## src/rtl/ddr_pack_pkg.sv

```systemverilog
// rtl/ddr_pack_pkg.sv - shared state encoding and lane geometry for the DDR write packer
//
// Purpose: common types and constants for ddr_wr_packer and ddr_complete_stretch.
// Ports:   none (package).
package ddr_pack_pkg;

   typedef enum logic [0:0] {
      PACK = 1'b0,
      DONE = 1'b1
   } pack_state_e;

   localparam int DEF_IN_WIDTH  = 64;
   localparam int DEF_OUT_WIDTH = 512;
   localparam int RATIO         = DEF_OUT_WIDTH / DEF_IN_WIDTH;

   // Lane index width for a given beats-per-word ratio; never narrower than 1 bit.
   function automatic int lane_width(input int ratio);
      return (ratio > 1) ? $clog2(ratio) : 1;
   endfunction

   localparam int LANE_W = lane_width(RATIO);

endpackage

```

## src/rtl/ddr_wr_packer_if.sv

```systemverilog
// rtl/ddr_wr_packer_if.sv - beat input and packed-word FIFO write bundle
//
// Purpose: groups the beat stream (i_data_en/i_data/i_frame_end/o_ready) and the
//          wide FIFO write port (o_fifo_wr_en/o_fifo_wr_data/i_fifo_full/i_fifo_prog_full).
// Modports: master - beat source and FIFO side; slave - the packer.
interface ddr_wr_packer_if #(
   parameter int IN_WIDTH  = 64,
   parameter int OUT_WIDTH = 512
);
   logic                 i_data_en;
   logic [IN_WIDTH-1:0]  i_data;
   logic                 i_frame_end;
   logic                 o_ready;
   logic                 o_fifo_wr_en;
   logic [OUT_WIDTH-1:0] o_fifo_wr_data;
   logic                 i_fifo_full;
   logic                 i_fifo_prog_full;

   modport master (
      output i_data_en, i_data, i_frame_end, i_fifo_full, i_fifo_prog_full,
      input  o_ready, o_fifo_wr_en, o_fifo_wr_data
   );

   modport slave (
      input  i_data_en, i_data, i_frame_end, i_fifo_full, i_fifo_prog_full,
      output o_ready, o_fifo_wr_en, o_fifo_wr_data
   );
endinterface

```

## src/rtl/ddr_complete_stretch.sv

```systemverilog
// rtl/ddr_complete_stretch.sv - frame-complete strobe stretcher
//
// Purpose: after a frame-end beat is accepted (i_start), skips the cycle in which
//          the final word is written, then holds o_complete high for COMPLETE_HOLD
//          cycles. o_last marks the final cycle of the hold window.
// Ports:   clk, rst_n (async active-low), i_start, o_complete, o_last.
module ddr_complete_stretch
   import ddr_pack_pkg::*;
#(
   parameter int COMPLETE_HOLD = 4   // must be at least 3
) (
   input  logic clk,
   input  logic rst_n,
   input  logic i_start,
   output logic o_complete,
   output logic o_last
);
   localparam int CW = $clog2(COMPLETE_HOLD + 1);

   logic          arm_q, arm_d;
   logic [CW-1:0] cnt_q, cnt_d;
   logic          complete_q, complete_d;

   // arm_q covers the cycle in which the last word is on the FIFO port; the
   // counter loads there so o_complete rises exactly one cycle after that write.
   always_comb begin
      arm_d = i_start;
      cnt_d = cnt_q;
      if (arm_q) begin
         cnt_d = CW'(COMPLETE_HOLD);
      end else if (cnt_q != '0) begin
         cnt_d = cnt_q - 1'b1;
      end
      complete_d = arm_q || (cnt_q > CW'(1));
   end

   always_ff @(posedge clk or negedge rst_n) begin
      if (!rst_n) begin
         arm_q      <= 1'b0;
         cnt_q      <= '0;
         complete_q <= 1'b0;
      end else begin
         arm_q      <= arm_d;
         cnt_q      <= cnt_d;
         complete_q <= complete_d;
      end
   end

   assign o_complete = complete_q;
   assign o_last     = (cnt_q == CW'(1));

endmodule

```

## src/rtl/ddr_wr_packer.sv

```systemverilog
// rtl/ddr_wr_packer.sv - packs narrow input beats into wide DDR FIFO words
//
// Purpose: collects OUT_WIDTH/IN_WIDTH beats (lane 0 = LSBs) into one word and
//          writes it to the DDR write FIFO; a frame-end beat pads the remaining
//          lanes with PAD_VALUE, flushes, and raises o_complete for COMPLETE_HOLD
//          cycles. Dropped beats/words set sticky o_overflow.
// Ports:   ddr_ui_clk, ddr_log_rst_n (async active-low), bus (ddr_wr_packer_if.slave),
//          o_complete, o_overflow, o_word_cnt[31:0], o_drop_cnt[15:0].
// Config:  DDR_WR_PACKER_STAT_EN - when defined, o_word_cnt/o_drop_cnt count;
//          otherwise both are tied to 0.
module ddr_wr_packer
   import ddr_pack_pkg::*;
#(
   parameter int                  IN_WIDTH      = DEF_IN_WIDTH,
   parameter int                  OUT_WIDTH     = DEF_OUT_WIDTH,
   parameter logic [IN_WIDTH-1:0] PAD_VALUE     = '0,
   parameter int                  COMPLETE_HOLD = 4
) (
   input  logic                  ddr_ui_clk,
   input  logic                  ddr_log_rst_n,
   ddr_wr_packer_if.slave        bus,
   output logic                  o_complete,
   output logic                  o_overflow,
   output logic [31:0]           o_word_cnt,
   output logic [15:0]           o_drop_cnt
);
   localparam int            RATIO_P   = OUT_WIDTH / IN_WIDTH;
   localparam int            LW        = lane_width(RATIO_P);
   localparam logic [LW-1:0] LAST_LANE = LW'(RATIO_P - 1);

   pack_state_e          state_q, state_d;
   logic [LW-1:0]        lane_q, lane_d;
   logic [OUT_WIDTH-1:0] word_q, word_d;
   logic                 wr_en_q, wr_en_d;
   logic [OUT_WIDTH-1:0] wr_data_q, wr_data_d;
   logic                 overflow_q, overflow_d;

   logic                 ready;
   logic                 accept;
   logic                 wr_due;
   logic                 frame_done;
   logic                 drop_beat;
   logic                 drop_word;
   logic                 stretch_last;
   logic [OUT_WIDTH-1:0] merged;

   // Reset gates o_ready directly: state_q already reads PACK while in reset.
   assign ready      = ddr_log_rst_n && (state_q == PACK) && !bus.i_fifo_prog_full;
   assign accept     = bus.i_data_en && ready;
   assign drop_beat  = bus.i_data_en && !ready;
   assign wr_due     = accept && ((lane_q == LAST_LANE) || bus.i_frame_end);
   assign frame_done = accept && bus.i_frame_end;
   // FIFO fullness is judged in the cycle the word becomes due.
   assign drop_word  = wr_due && bus.i_fifo_full;

   // Current beat goes into lane_q; lanes above it are pre-filled with PAD_VALUE
   // so a frame-end flush needs no extra step (later beats overwrite them).
   always_comb begin
      merged = word_q;
      for (int j = 0; j < RATIO_P; j++) begin
         if (j == int'(lane_q)) begin
            merged[j*IN_WIDTH +: IN_WIDTH] = bus.i_data;
         end else if (j > int'(lane_q)) begin
            merged[j*IN_WIDTH +: IN_WIDTH] = PAD_VALUE;
         end
      end
   end

   always_comb begin
      state_d    = state_q;
      lane_d     = lane_q;
      word_d     = word_q;
      wr_en_d    = 1'b0;
      wr_data_d  = wr_data_q;
      overflow_d = overflow_q || drop_beat || drop_word;
      if (accept) begin
         word_d = merged;
         lane_d = wr_due ? '0 : lane_q + 1'b1;
         if (wr_due && !bus.i_fifo_full) begin
            wr_en_d   = 1'b1;
            wr_data_d = merged;
         end
      end
      // DONE spans the final-write cycle plus the o_complete window.
      case (state_q)
         PACK:    if (frame_done)   state_d = DONE;
         DONE:    if (stretch_last) state_d = PACK;
         default: state_d = PACK;
      endcase
   end

   always_ff @(posedge ddr_ui_clk or negedge ddr_log_rst_n) begin
      if (!ddr_log_rst_n) begin
         state_q    <= PACK;
         lane_q     <= '0;
         word_q     <= '0;
         wr_en_q    <= 1'b0;
         wr_data_q  <= '0;
         overflow_q <= 1'b0;
      end else begin
         state_q    <= state_d;
         lane_q     <= lane_d;
         word_q     <= word_d;
         wr_en_q    <= wr_en_d;
         wr_data_q  <= wr_data_d;
         overflow_q <= overflow_d;
      end
   end

   ddr_complete_stretch #(
      .COMPLETE_HOLD (COMPLETE_HOLD)
   ) u_complete_stretch (
      .clk        (ddr_ui_clk),
      .rst_n      (ddr_log_rst_n),
      .i_start    (frame_done),
      .o_complete (o_complete),
      .o_last     (stretch_last)
   );

   assign bus.o_ready        = ready;
   assign bus.o_fifo_wr_en   = wr_en_q;
   assign bus.o_fifo_wr_data = wr_data_q;
   assign o_overflow         = overflow_q;

`ifdef DDR_WR_PACKER_STAT_EN
   logic [31:0] word_cnt_q, word_cnt_d;
   logic [15:0] drop_cnt_q, drop_cnt_d;

   // Counting on wr_en_d keeps o_word_cnt in step with o_fifo_wr_en.
   always_comb begin
      word_cnt_d = word_cnt_q + {31'd0, wr_en_d};
      drop_cnt_d = drop_cnt_q;
      if ((drop_beat || drop_word) && (drop_cnt_q != 16'hFFFF)) begin
         drop_cnt_d = drop_cnt_q + 16'd1;
      end
   end

   always_ff @(posedge ddr_ui_clk or negedge ddr_log_rst_n) begin
      if (!ddr_log_rst_n) begin
         word_cnt_q <= '0;
         drop_cnt_q <= '0;
      end else begin
         word_cnt_q <= word_cnt_d;
         drop_cnt_q <= drop_cnt_d;
      end
   end

   assign o_word_cnt = word_cnt_q;
   assign o_drop_cnt = drop_cnt_q;
`else
   assign o_word_cnt = '0;
   assign o_drop_cnt = '0;
`endif

endmodule

```

## src/flat_wrapper.sv

```systemverilog
// flat-port wrapper written by rule: the top's interface ports become plain ports
module ddr_wr_packer_flat import ddr_pack_pkg::*;
#(
   parameter int                  IN_WIDTH      = DEF_IN_WIDTH,
   parameter int                  OUT_WIDTH     = DEF_OUT_WIDTH,
   parameter logic [IN_WIDTH-1:0] PAD_VALUE     = '0,
   parameter int                  COMPLETE_HOLD = 4
)
  (ddr_ui_clk, ddr_log_rst_n, o_complete, o_overflow, o_word_cnt, o_drop_cnt, bus_i_data_en, bus_i_data, bus_i_frame_end, bus_i_fifo_full, bus_i_fifo_prog_full, bus_o_ready, bus_o_fifo_wr_en, bus_o_fifo_wr_data);
  ddr_wr_packer_if #(.IN_WIDTH(IN_WIDTH), .OUT_WIDTH(OUT_WIDTH)) bus_i ();
  input  logic ddr_ui_clk;
  input  logic ddr_log_rst_n;
  output logic o_complete;
  output logic o_overflow;
  output logic [31:0] o_word_cnt;
  output logic [15:0] o_drop_cnt;
  input wire logic [$bits(bus_i.i_data_en)-1:0] bus_i_data_en;
  input wire logic [$bits(bus_i.i_data)-1:0] bus_i_data;
  input wire logic [$bits(bus_i.i_frame_end)-1:0] bus_i_frame_end;
  input wire logic [$bits(bus_i.i_fifo_full)-1:0] bus_i_fifo_full;
  input wire logic [$bits(bus_i.i_fifo_prog_full)-1:0] bus_i_fifo_prog_full;
  output wire logic [$bits(bus_i.o_ready)-1:0] bus_o_ready;
  output wire logic [$bits(bus_i.o_fifo_wr_en)-1:0] bus_o_fifo_wr_en;
  output wire logic [$bits(bus_i.o_fifo_wr_data)-1:0] bus_o_fifo_wr_data;
  assign bus_i.i_data_en = bus_i_data_en;
  assign bus_i.i_data = bus_i_data;
  assign bus_i.i_frame_end = bus_i_frame_end;
  assign bus_i.i_fifo_full = bus_i_fifo_full;
  assign bus_i.i_fifo_prog_full = bus_i_fifo_prog_full;
  assign bus_o_ready = bus_i.o_ready;
  assign bus_o_fifo_wr_en = bus_i.o_fifo_wr_en;
  assign bus_o_fifo_wr_data = bus_i.o_fifo_wr_data;
  ddr_wr_packer #(.IN_WIDTH(IN_WIDTH), .OUT_WIDTH(OUT_WIDTH), .PAD_VALUE(PAD_VALUE), .COMPLETE_HOLD(COMPLETE_HOLD)) u_core (.ddr_ui_clk(ddr_ui_clk), .ddr_log_rst_n(ddr_log_rst_n), .bus(bus_i), .o_complete(o_complete), .o_overflow(o_overflow), .o_word_cnt(o_word_cnt), .o_drop_cnt(o_drop_cnt));
endmodule
```

## config.mk

```make
export PLATFORM = sky130hd
export DESIGN_NAME = ddr_wr_packer_flat
export DESIGN_NICKNAME = d
export VERILOG_FILES = /design/src/rtl/ddr_pack_pkg.sv /design/src/rtl/ddr_wr_packer_if.sv /design/src/rtl/ddr_complete_stretch.sv /design/src/rtl/ddr_wr_packer.sv /design/src/flat_wrapper.sv
export SDC_FILE = /design/constraint.sdc
export NUM_CORES = 2
export LEC_CHECK = 0
export CAP_MARGIN = 0
export CORE_MARGIN = 2
export CORE_UTILIZATION = 25
export CTS_BUF_LIST = sky130_fd_sc_hd__clkbuf_2 sky130_fd_sc_hd__clkbuf_4 sky130_fd_sc_hd__clkbuf_8
export DETAILED_ROUTE_END_ITERATION = 8
export GPL_TIMING_DRIVEN = 1
export HOLD_SLACK_MARGIN = 0.1
export MAX_ROUTING_LAYER = met4
export SETUP_SLACK_MARGIN = 0.4
export SYNTH_ARGS = -nofsm -noshare
export SYNTH_HDL_FRONTEND = slang
export SYNTH_SLANG_ARGS = --single-unit
```

## constraint.sdc

```tcl
create_clock -name ddr_ui_clk -period 3.3 [get_ports ddr_ui_clk]
set_input_delay 0.33 -clock ddr_ui_clk [delete_from_list [all_inputs] [get_ports ddr_ui_clk]]
set_output_delay 0.33 -clock ddr_ui_clk [all_outputs]
set_load 0.02 [all_outputs]
```

Word-level counts from Yosys, hierarchy flattened
Index checks and enable logic that the tools add are counted.
- register bits after elaboration: 1035
- output and inout port bits: 564
- word-level logic and storage cells: 71
- input bits: 70
- eq/ne operators: 9
- mux-type cells: 23
- bitwise gates (word level): 1
- add/subtract/negate cells: 2
- $lt $le $gt $ge: 8
- reduce and logical (&&, ||, !) cells: 19
- operators by type and width (cell ; number):
    64-bit two-way mux ; 15
    3-bit == test (first input constant) ; 4
    3-bit > comparator (first input constant) ; 4
    3-bit two-way mux ; 3
    1-bit logical AND ; 8
    2-bit by 3-bit == test with 1-bit output (first input constant) ; 2
    2-bit by 3-bit > comparator with 1-bit output (first input constant) ; 2
    1-bit logical OR ; 4
    1-bit two-way mux ; 4
    3-bit by 1-bit adder with 3-bit output (second input constant) ; 1
    1-bit by 3-bit == test with 1-bit output (first input constant) ; 1
    3-bit by 1-bit == test with 1-bit output (second input constant) ; 1
    3-bit == test (second input constant) ; 1
    1-bit by 3-bit > comparator with 1-bit output (first input constant) ; 1
    3-bit by 1-bit > comparator with 1-bit output (second input constant) ; 1
    1-bit logical NOT ; 3
    3-bit logical NOT ; 1
    3-bit nonzero test ; 1
    3-bit by 1-bit subtractor with 3-bit output (second input constant) ; 1
    1-bit case mux with 2 select lines ; 1
    2-bit AND reduction ; 1
    2-bit nonzero test ; 1
    1-bit inverter ; 1

Longest topological paths before layout
- depth in word-level cells: 8
- gate-level depth with buffers: 11
- gate-level depth less buffers: 6

Modules after synthesis
From an unflattened synthesis, not the netlist that was laid out.
- cell total of the unflattened synthesis: 4123
- area total of the unflattened synthesis: 42562.1 sq um
- modules (own cells, without submodules) (module ; cells an instance ; area each (sq um) ; sequential area each (sq um) ; instances):
    ddr_wr_packer ; 4100 ; 42300.6 ; 24173.2 ; 1
    ddr_complete_stretch ; 23 ; 261.5 ; 125.1 ; 1

Worst setup path before layout
No wires, ideal clock.
- path kind: flip-flop to flip-flop
- start: register u_core.lane_q[2]
- end: register u_core.wr_data_q[255] (netlist: u_core.bus.o_fifo_wr_data[255])
- data arrival time: 2474 ps
- path buffers: 6
- cell stages (with the launch flop): 11
- setup slack: 743 ps
- required time: 3217 ps
- period minus slack after synthesis: 2557 ps
- setup time: 83 ps
- cells stage by stage: dfrtp_1 > buf_2 > clkinv_1 > clkbuf_1 > buf_2 > ha_1 > clkbuf_1 > clkbuf_1 > clkbuf_1 > a22oi_1 > o21ai_0
- cells in the longest elaborated chain, start to end: 5
- elaborated cells on any way between the ends: 9
- those cells by class: order compare (1); eq/ne (2); mux (2); reduce/logical (4)
- ends and longest elaborated chain (what ; line ; source):
    start, declared ; ddr_wr_packer.sv:32 ; logic [LW-1:0] lane_q, lane_d;
    start signal, assigned ; ddr_wr_packer.sv:102 ; lane_q <= lane_d;
    branches (longest 5 deep; another with 2-bit by 3-bit > comparator with 1-bit output) ; n/a ;
    end signal, assigned ; ddr_wr_packer.sv:105 ; wr_data_q <= wr_data_d;
    end, declared ; ddr_wr_packer.sv:35 ; logic [OUT_WIDTH-1:0] wr_data_q, wr_data_d;
Parallel ways; which one is timed is not known.
A chain may end at the register's enable or synchronous reset.

Final worst setup path
- start: register u_core.lane_q[1]
- end: register u_core.word_q[416]
- cells in the longest elaborated chain, start to end: 3
- elaborated cells on any way between the ends: 4
- those cells by class: order compare (1); eq/ne (1); mux (2)
- ends and longest elaborated chain (what ; line ; source):
    3-bit > comparator ; ddr_wr_packer.sv:63 ; end else if (j > int'(lane_q)) begin
    64-bit two-way mux ; ddr_wr_packer.sv:63 ;
    64-bit two-way mux * ; ddr_wr_packer.sv:61 ; if (j == int'(lane_q)) begin
    end signal, assigned ; ddr_wr_packer.sv:103 ; word_q <= word_d;
    end, declared ; ddr_wr_packer.sv:33 ; logic [OUT_WIDTH-1:0] word_q, word_d;
Every way passes the cells marked *; elsewhere a longest branch is shown, timed or not.

==> metrics.md <==
| Metric | Value |
|---|---|
| TNS Setup | 0 ns |
| Hold path depth | 3 |
| Cell Rows | 152 |
| Hold EP | u_core.bus.o_fifo_wr_data[509] |
| PortBufs | between 500 and 600 |
| Area of the multi-input gates | 0.0167 mm² |
| Dpl cell area | between 0.05 and 0.06 mm² |
| Worst Setup End Kind | flip-flop |
| Tcrit/Tclk final | about 83% |
| Peak Freq | roughly 370 MHz |
| Cells after DPL | around 6600 |
| Yosys warning total | 0 |
| Post-synth EDFFs | 0 |
| Static Leak | approximately 22 nW |
| Area Overhead vs Synth | 28.2% |
| Final HPWL from detailed placement | approximately 110000 µm |
| Slew Limit Fails | 0 |
| Cell count after synthesis | 4053 |
| Post-Layout Cell Count | between 6000 and 7000 |
| Chip Width | about 420 µm |
| Startpoint type of the worst setup path | flip-flop |
| Maximum fanout along the worst path | 34 |
| ANT nets after route | 0 |
| Max Clock Skew | roughly 0.067 ns |
| Count of cell types in the netlist | 44 |
| Via/cell ratio | ~5 |
| CP Class | reg2reg |
| Worst Max-Slew Pin Slew | 1.16 ns |
| CTS Buf Count | around 170 |
| Final instance area | about 0.055 mm² |
| # nets final | 4563 |
| Critical Path AT | roughly 3.6 ns |
| CTS sink cnt | about 970 |
| Worst EP required | ~4.1 ns |
| Dpl ws | 0.554 ns |
| Vias in the first global route | between 30000 and 40000 |
| Top cell type's share of synthesized area | about 56% |
| Synth Flop Type | dfrtp_1 |
| Most frequent cell after synthesis | dfrtp_1 |
| R2R Path End | u_core.word_q[416] |
| First-pass GRT wire length | roughly 250000 µm |
| Register bit total from synthesis | about 970 |
| IO Count | between 600 and 700 |
| Starting Density | 25.1% |
| Final hold violations | 0 |
| Rel. slew slack | approximately 22% |
| Via count | 34900 |
| Seq/Total Area, Yosys | between 50% and 60% |
| Area contributors post-synth | dfrtp_1 56%, o21ai_0 11%, clkbuf_1 3.4%, nand2_1 3.4%, a22oi_1 3.3% |
| Root buffer selected by CTS | clkbuf_8 |
| Worst r2r path cells | 6 |
| Async set or reset register ratio after synthesis | 100% |
| Unrepaired setup endpoints after global routing | no |
| Slowest CP cell | and3b_4 |
| H-tree Lvls | 4 |
| DR pass1 iterations | 8 |
| R2r setup slk | 0.57 ns |
| Post-DR wirelength/cell | approximately 25 µm |
| Cell Chain, Critical Path | buf_4, ha_4, and3b_4, buf_12, a22oi_1, o21ai_0 |
| Setup ws final | roughly 0.57 ns |
| Max_cap viols | 0 |
| IR drop worst, VDD | 0.657 mV |
| Largest net degree at the start of global routing | 210 |
| Final hold slack | around 0.21 ns |
| Outcome | finished, final reports clean |
| Worst-skew pair later-pin latency | ~0.96 ns |
| Reg clk slew, reported paths | roughly 0.060 ns |
| Yosys top cell by area | dfrtp_1 |
| DR iter-0 viols | ~3300 |
| Gpl congestion | roughly 0.82 |
| P per Cell Area | 824 mW/mm² |
| HP Class | in2reg |
| CTS tree | built |
| DRC violations left | 0 |
| Mapped Avg Cell Area | roughly 11 µm² |
| Synth top cells by count | 971 x dfrtp_1, 955 x o21ai_0, 393 x clkbuf_1 |
| Drt total wl | ~170000 µm |
| Share of cells above drive strength 1 | 13.9% |
| Reg2reg start | u_core.lane_q[1] |
| Storage element area | 0.0243 mm² |
| Die height | about 420 µm |
| Final setup viols | 0 |
| # fillers | between 15000 and 20000 |
| All-layer global routing usage | 19.8% |
| Hold_sp | bus_i_data[61] |
| Min cycle time layout | 2.73 ns |
| Post-Syn Area | ~0.043 mm² |
| Die area | 0.175 mm² |
| Clock Path Buffers | 3 |
| Initial antenna violation count | 5 |
| Gr ovfl total | 0 |
| Core area | between 0.15 and 0.2 mm² |
| Slowest stage delay, CP | approximately 0.92 ns |
## cell usage in the layout (no fill, tap or decap), types with 3 or more instances in the layout
| cell | instances |
|---|---|
| buf_4 | 111 |
| o21ai_0 | 955 |
| inv_12 | 3 |
| bufinv_16 | 3 |
| dlygate4sd3_1 | 4 |
| nor2_1 | 5 |
| o31ai_2 | 46 |
| ha_1 | 5 |
| inv_8 | 10 |
| mux2_2 | 64 |
| a22o_1 | 128 |
| nand2_1 | 385 |
| a211oi_1 | 65 |
| mux2i_1 | 64 |
| a2bb2oi_1 | 14 |
| conb_1 | 48 |
| buf_12 | 36 |
| and2_1 | 65 |
| o2bb2ai_1 | 64 |
| nor2b_1 | 128 |
| ha_4 | 4 |
| clkinv_2 | 12 |
| o21ai_1 | 10 |
| dfrtp_1 | 968 |
| a2bb2oi_2 | 50 |
| clkdlybuf4s50_1 | 584 |
| nand3b_1 | 65 |
| clkbuf_4 | 59 |
| diode_2 | 5 |
| o31ai_1 | 83 |
| a22oi_1 | 192 |
| a21o_1 | 66 |
| clkbuf_8 | 213 |
| inv_1 | 5 |
| a221oi_1 | 64 |
## how the worst max path moves through the flow
stage / cells past startpoint / endpoint / startpoint / slack [ns]
floorplan: 10 / u_core.bus.o_fifo_wr_data[255] / u_core.lane_q[2] / 0.74
global placement: 6 / u_core.word_q[433] / u_core.lane_q[1] / 0.59
detailed placement: 6 / u_core.word_q[433] / u_core.lane_q[1] / 0.55
CTS: 2 / bus_o_ready / u_core.state_q / 0.45
global route: 6 / u_core.word_q[256] / ddr_log_rst_n / 0.41
finish: 6 / u_core.word_q[416] / u_core.lane_q[1] / 0.57
## cells by family after synthesis
| family | count (synthesis) | share of synthesized area (%) |
|---|---|---|
| AOI/OAI and AO/OA | 1743 | 27.0 |
| xor gates and xnor gates | 1 | 0.0204 |
| adders and majority gates | 9 | 0.262 |
| buffers and inverters | 533 | 5.46 |
| DFF | 971 | 56.5 |
| muxes | 128 | 3.16 |
| other | 1 | 0.00871 |
| and+or+nand+nor | 667 | 7.65 |
## flip-flops by register name, summed over array words and instances (netlist names)
signal / flops
u_core.bus.o_fifo_wr_data: 512
u_core.o_overflow: 1
u_core.u_complete_stretch.o_complete: 1
u_core.word_q: 448
u_core.u_complete_stretch.cnt_q: 3
u_core.u_complete_stretch.arm_q: 1
u_core.lane_q: 3
u_core.state_q: 1
u_core.bus.o_fifo_wr_en: 1
## critical path, delay by kind of cell (launching register included)
kind | cells | cell delay [ns]
and+or+nand+nor | 1 | 0.92
buffers and inverters | 2 | 0.54
AOI/OAI and AO/OA | 2 | 0.42
DFF | 1 | 0.47
adders and majority gates | 1 | 0.24
## metal layers
metal / track usage, % / routed length, µm / vias up
li1: - / - / 15500
met3: 3.20 / 8390 / 363
met5: - / 0 / -
met1: 23.1 / 68500 / 17900
met2: 32.0 / 85200 / 1169
met4: 11.9 / 11200 / 0
## report_power, final
part           internal [mW]  switching (mW)
sequential              14.9            2.37
clock                   6.78            5.47
combinational           6.33            9.66
## area by class of cell
type | instances | area share [%]
Antenna cell | 5 | 0.0227
Clock buffer | 272 | 6.11
Clock inverter | 32 | 0.653
Inverter | 7 | 0.0657
Multi-Input combinational cell | 2596 | 30.3
Sequential cell | 971 | 44.0
Tap cell | 2310 | 5.24
Timing Repair Buffer | 737 | 13.6
## per-stage QoR
step | util [%] | power [mW]
floorplan | - | 25.7
global placement | 30.0 | 33.2
detailed placement | 30.0 | 33.5
CTS | 32.2 | 45.9
global route | 32.2 | 47.7
finish | 32.2 | 45.5
## timing repair
action / in CTS / in global routing
buffers inserted: 0 / 0
setup endpoints to repair: 0 / 56
hold buffers: 4 / 0
gates resized for setup: 0 / 1
hold endpoints to repair: 513 / 0
(Power assumes the default switching activity.)
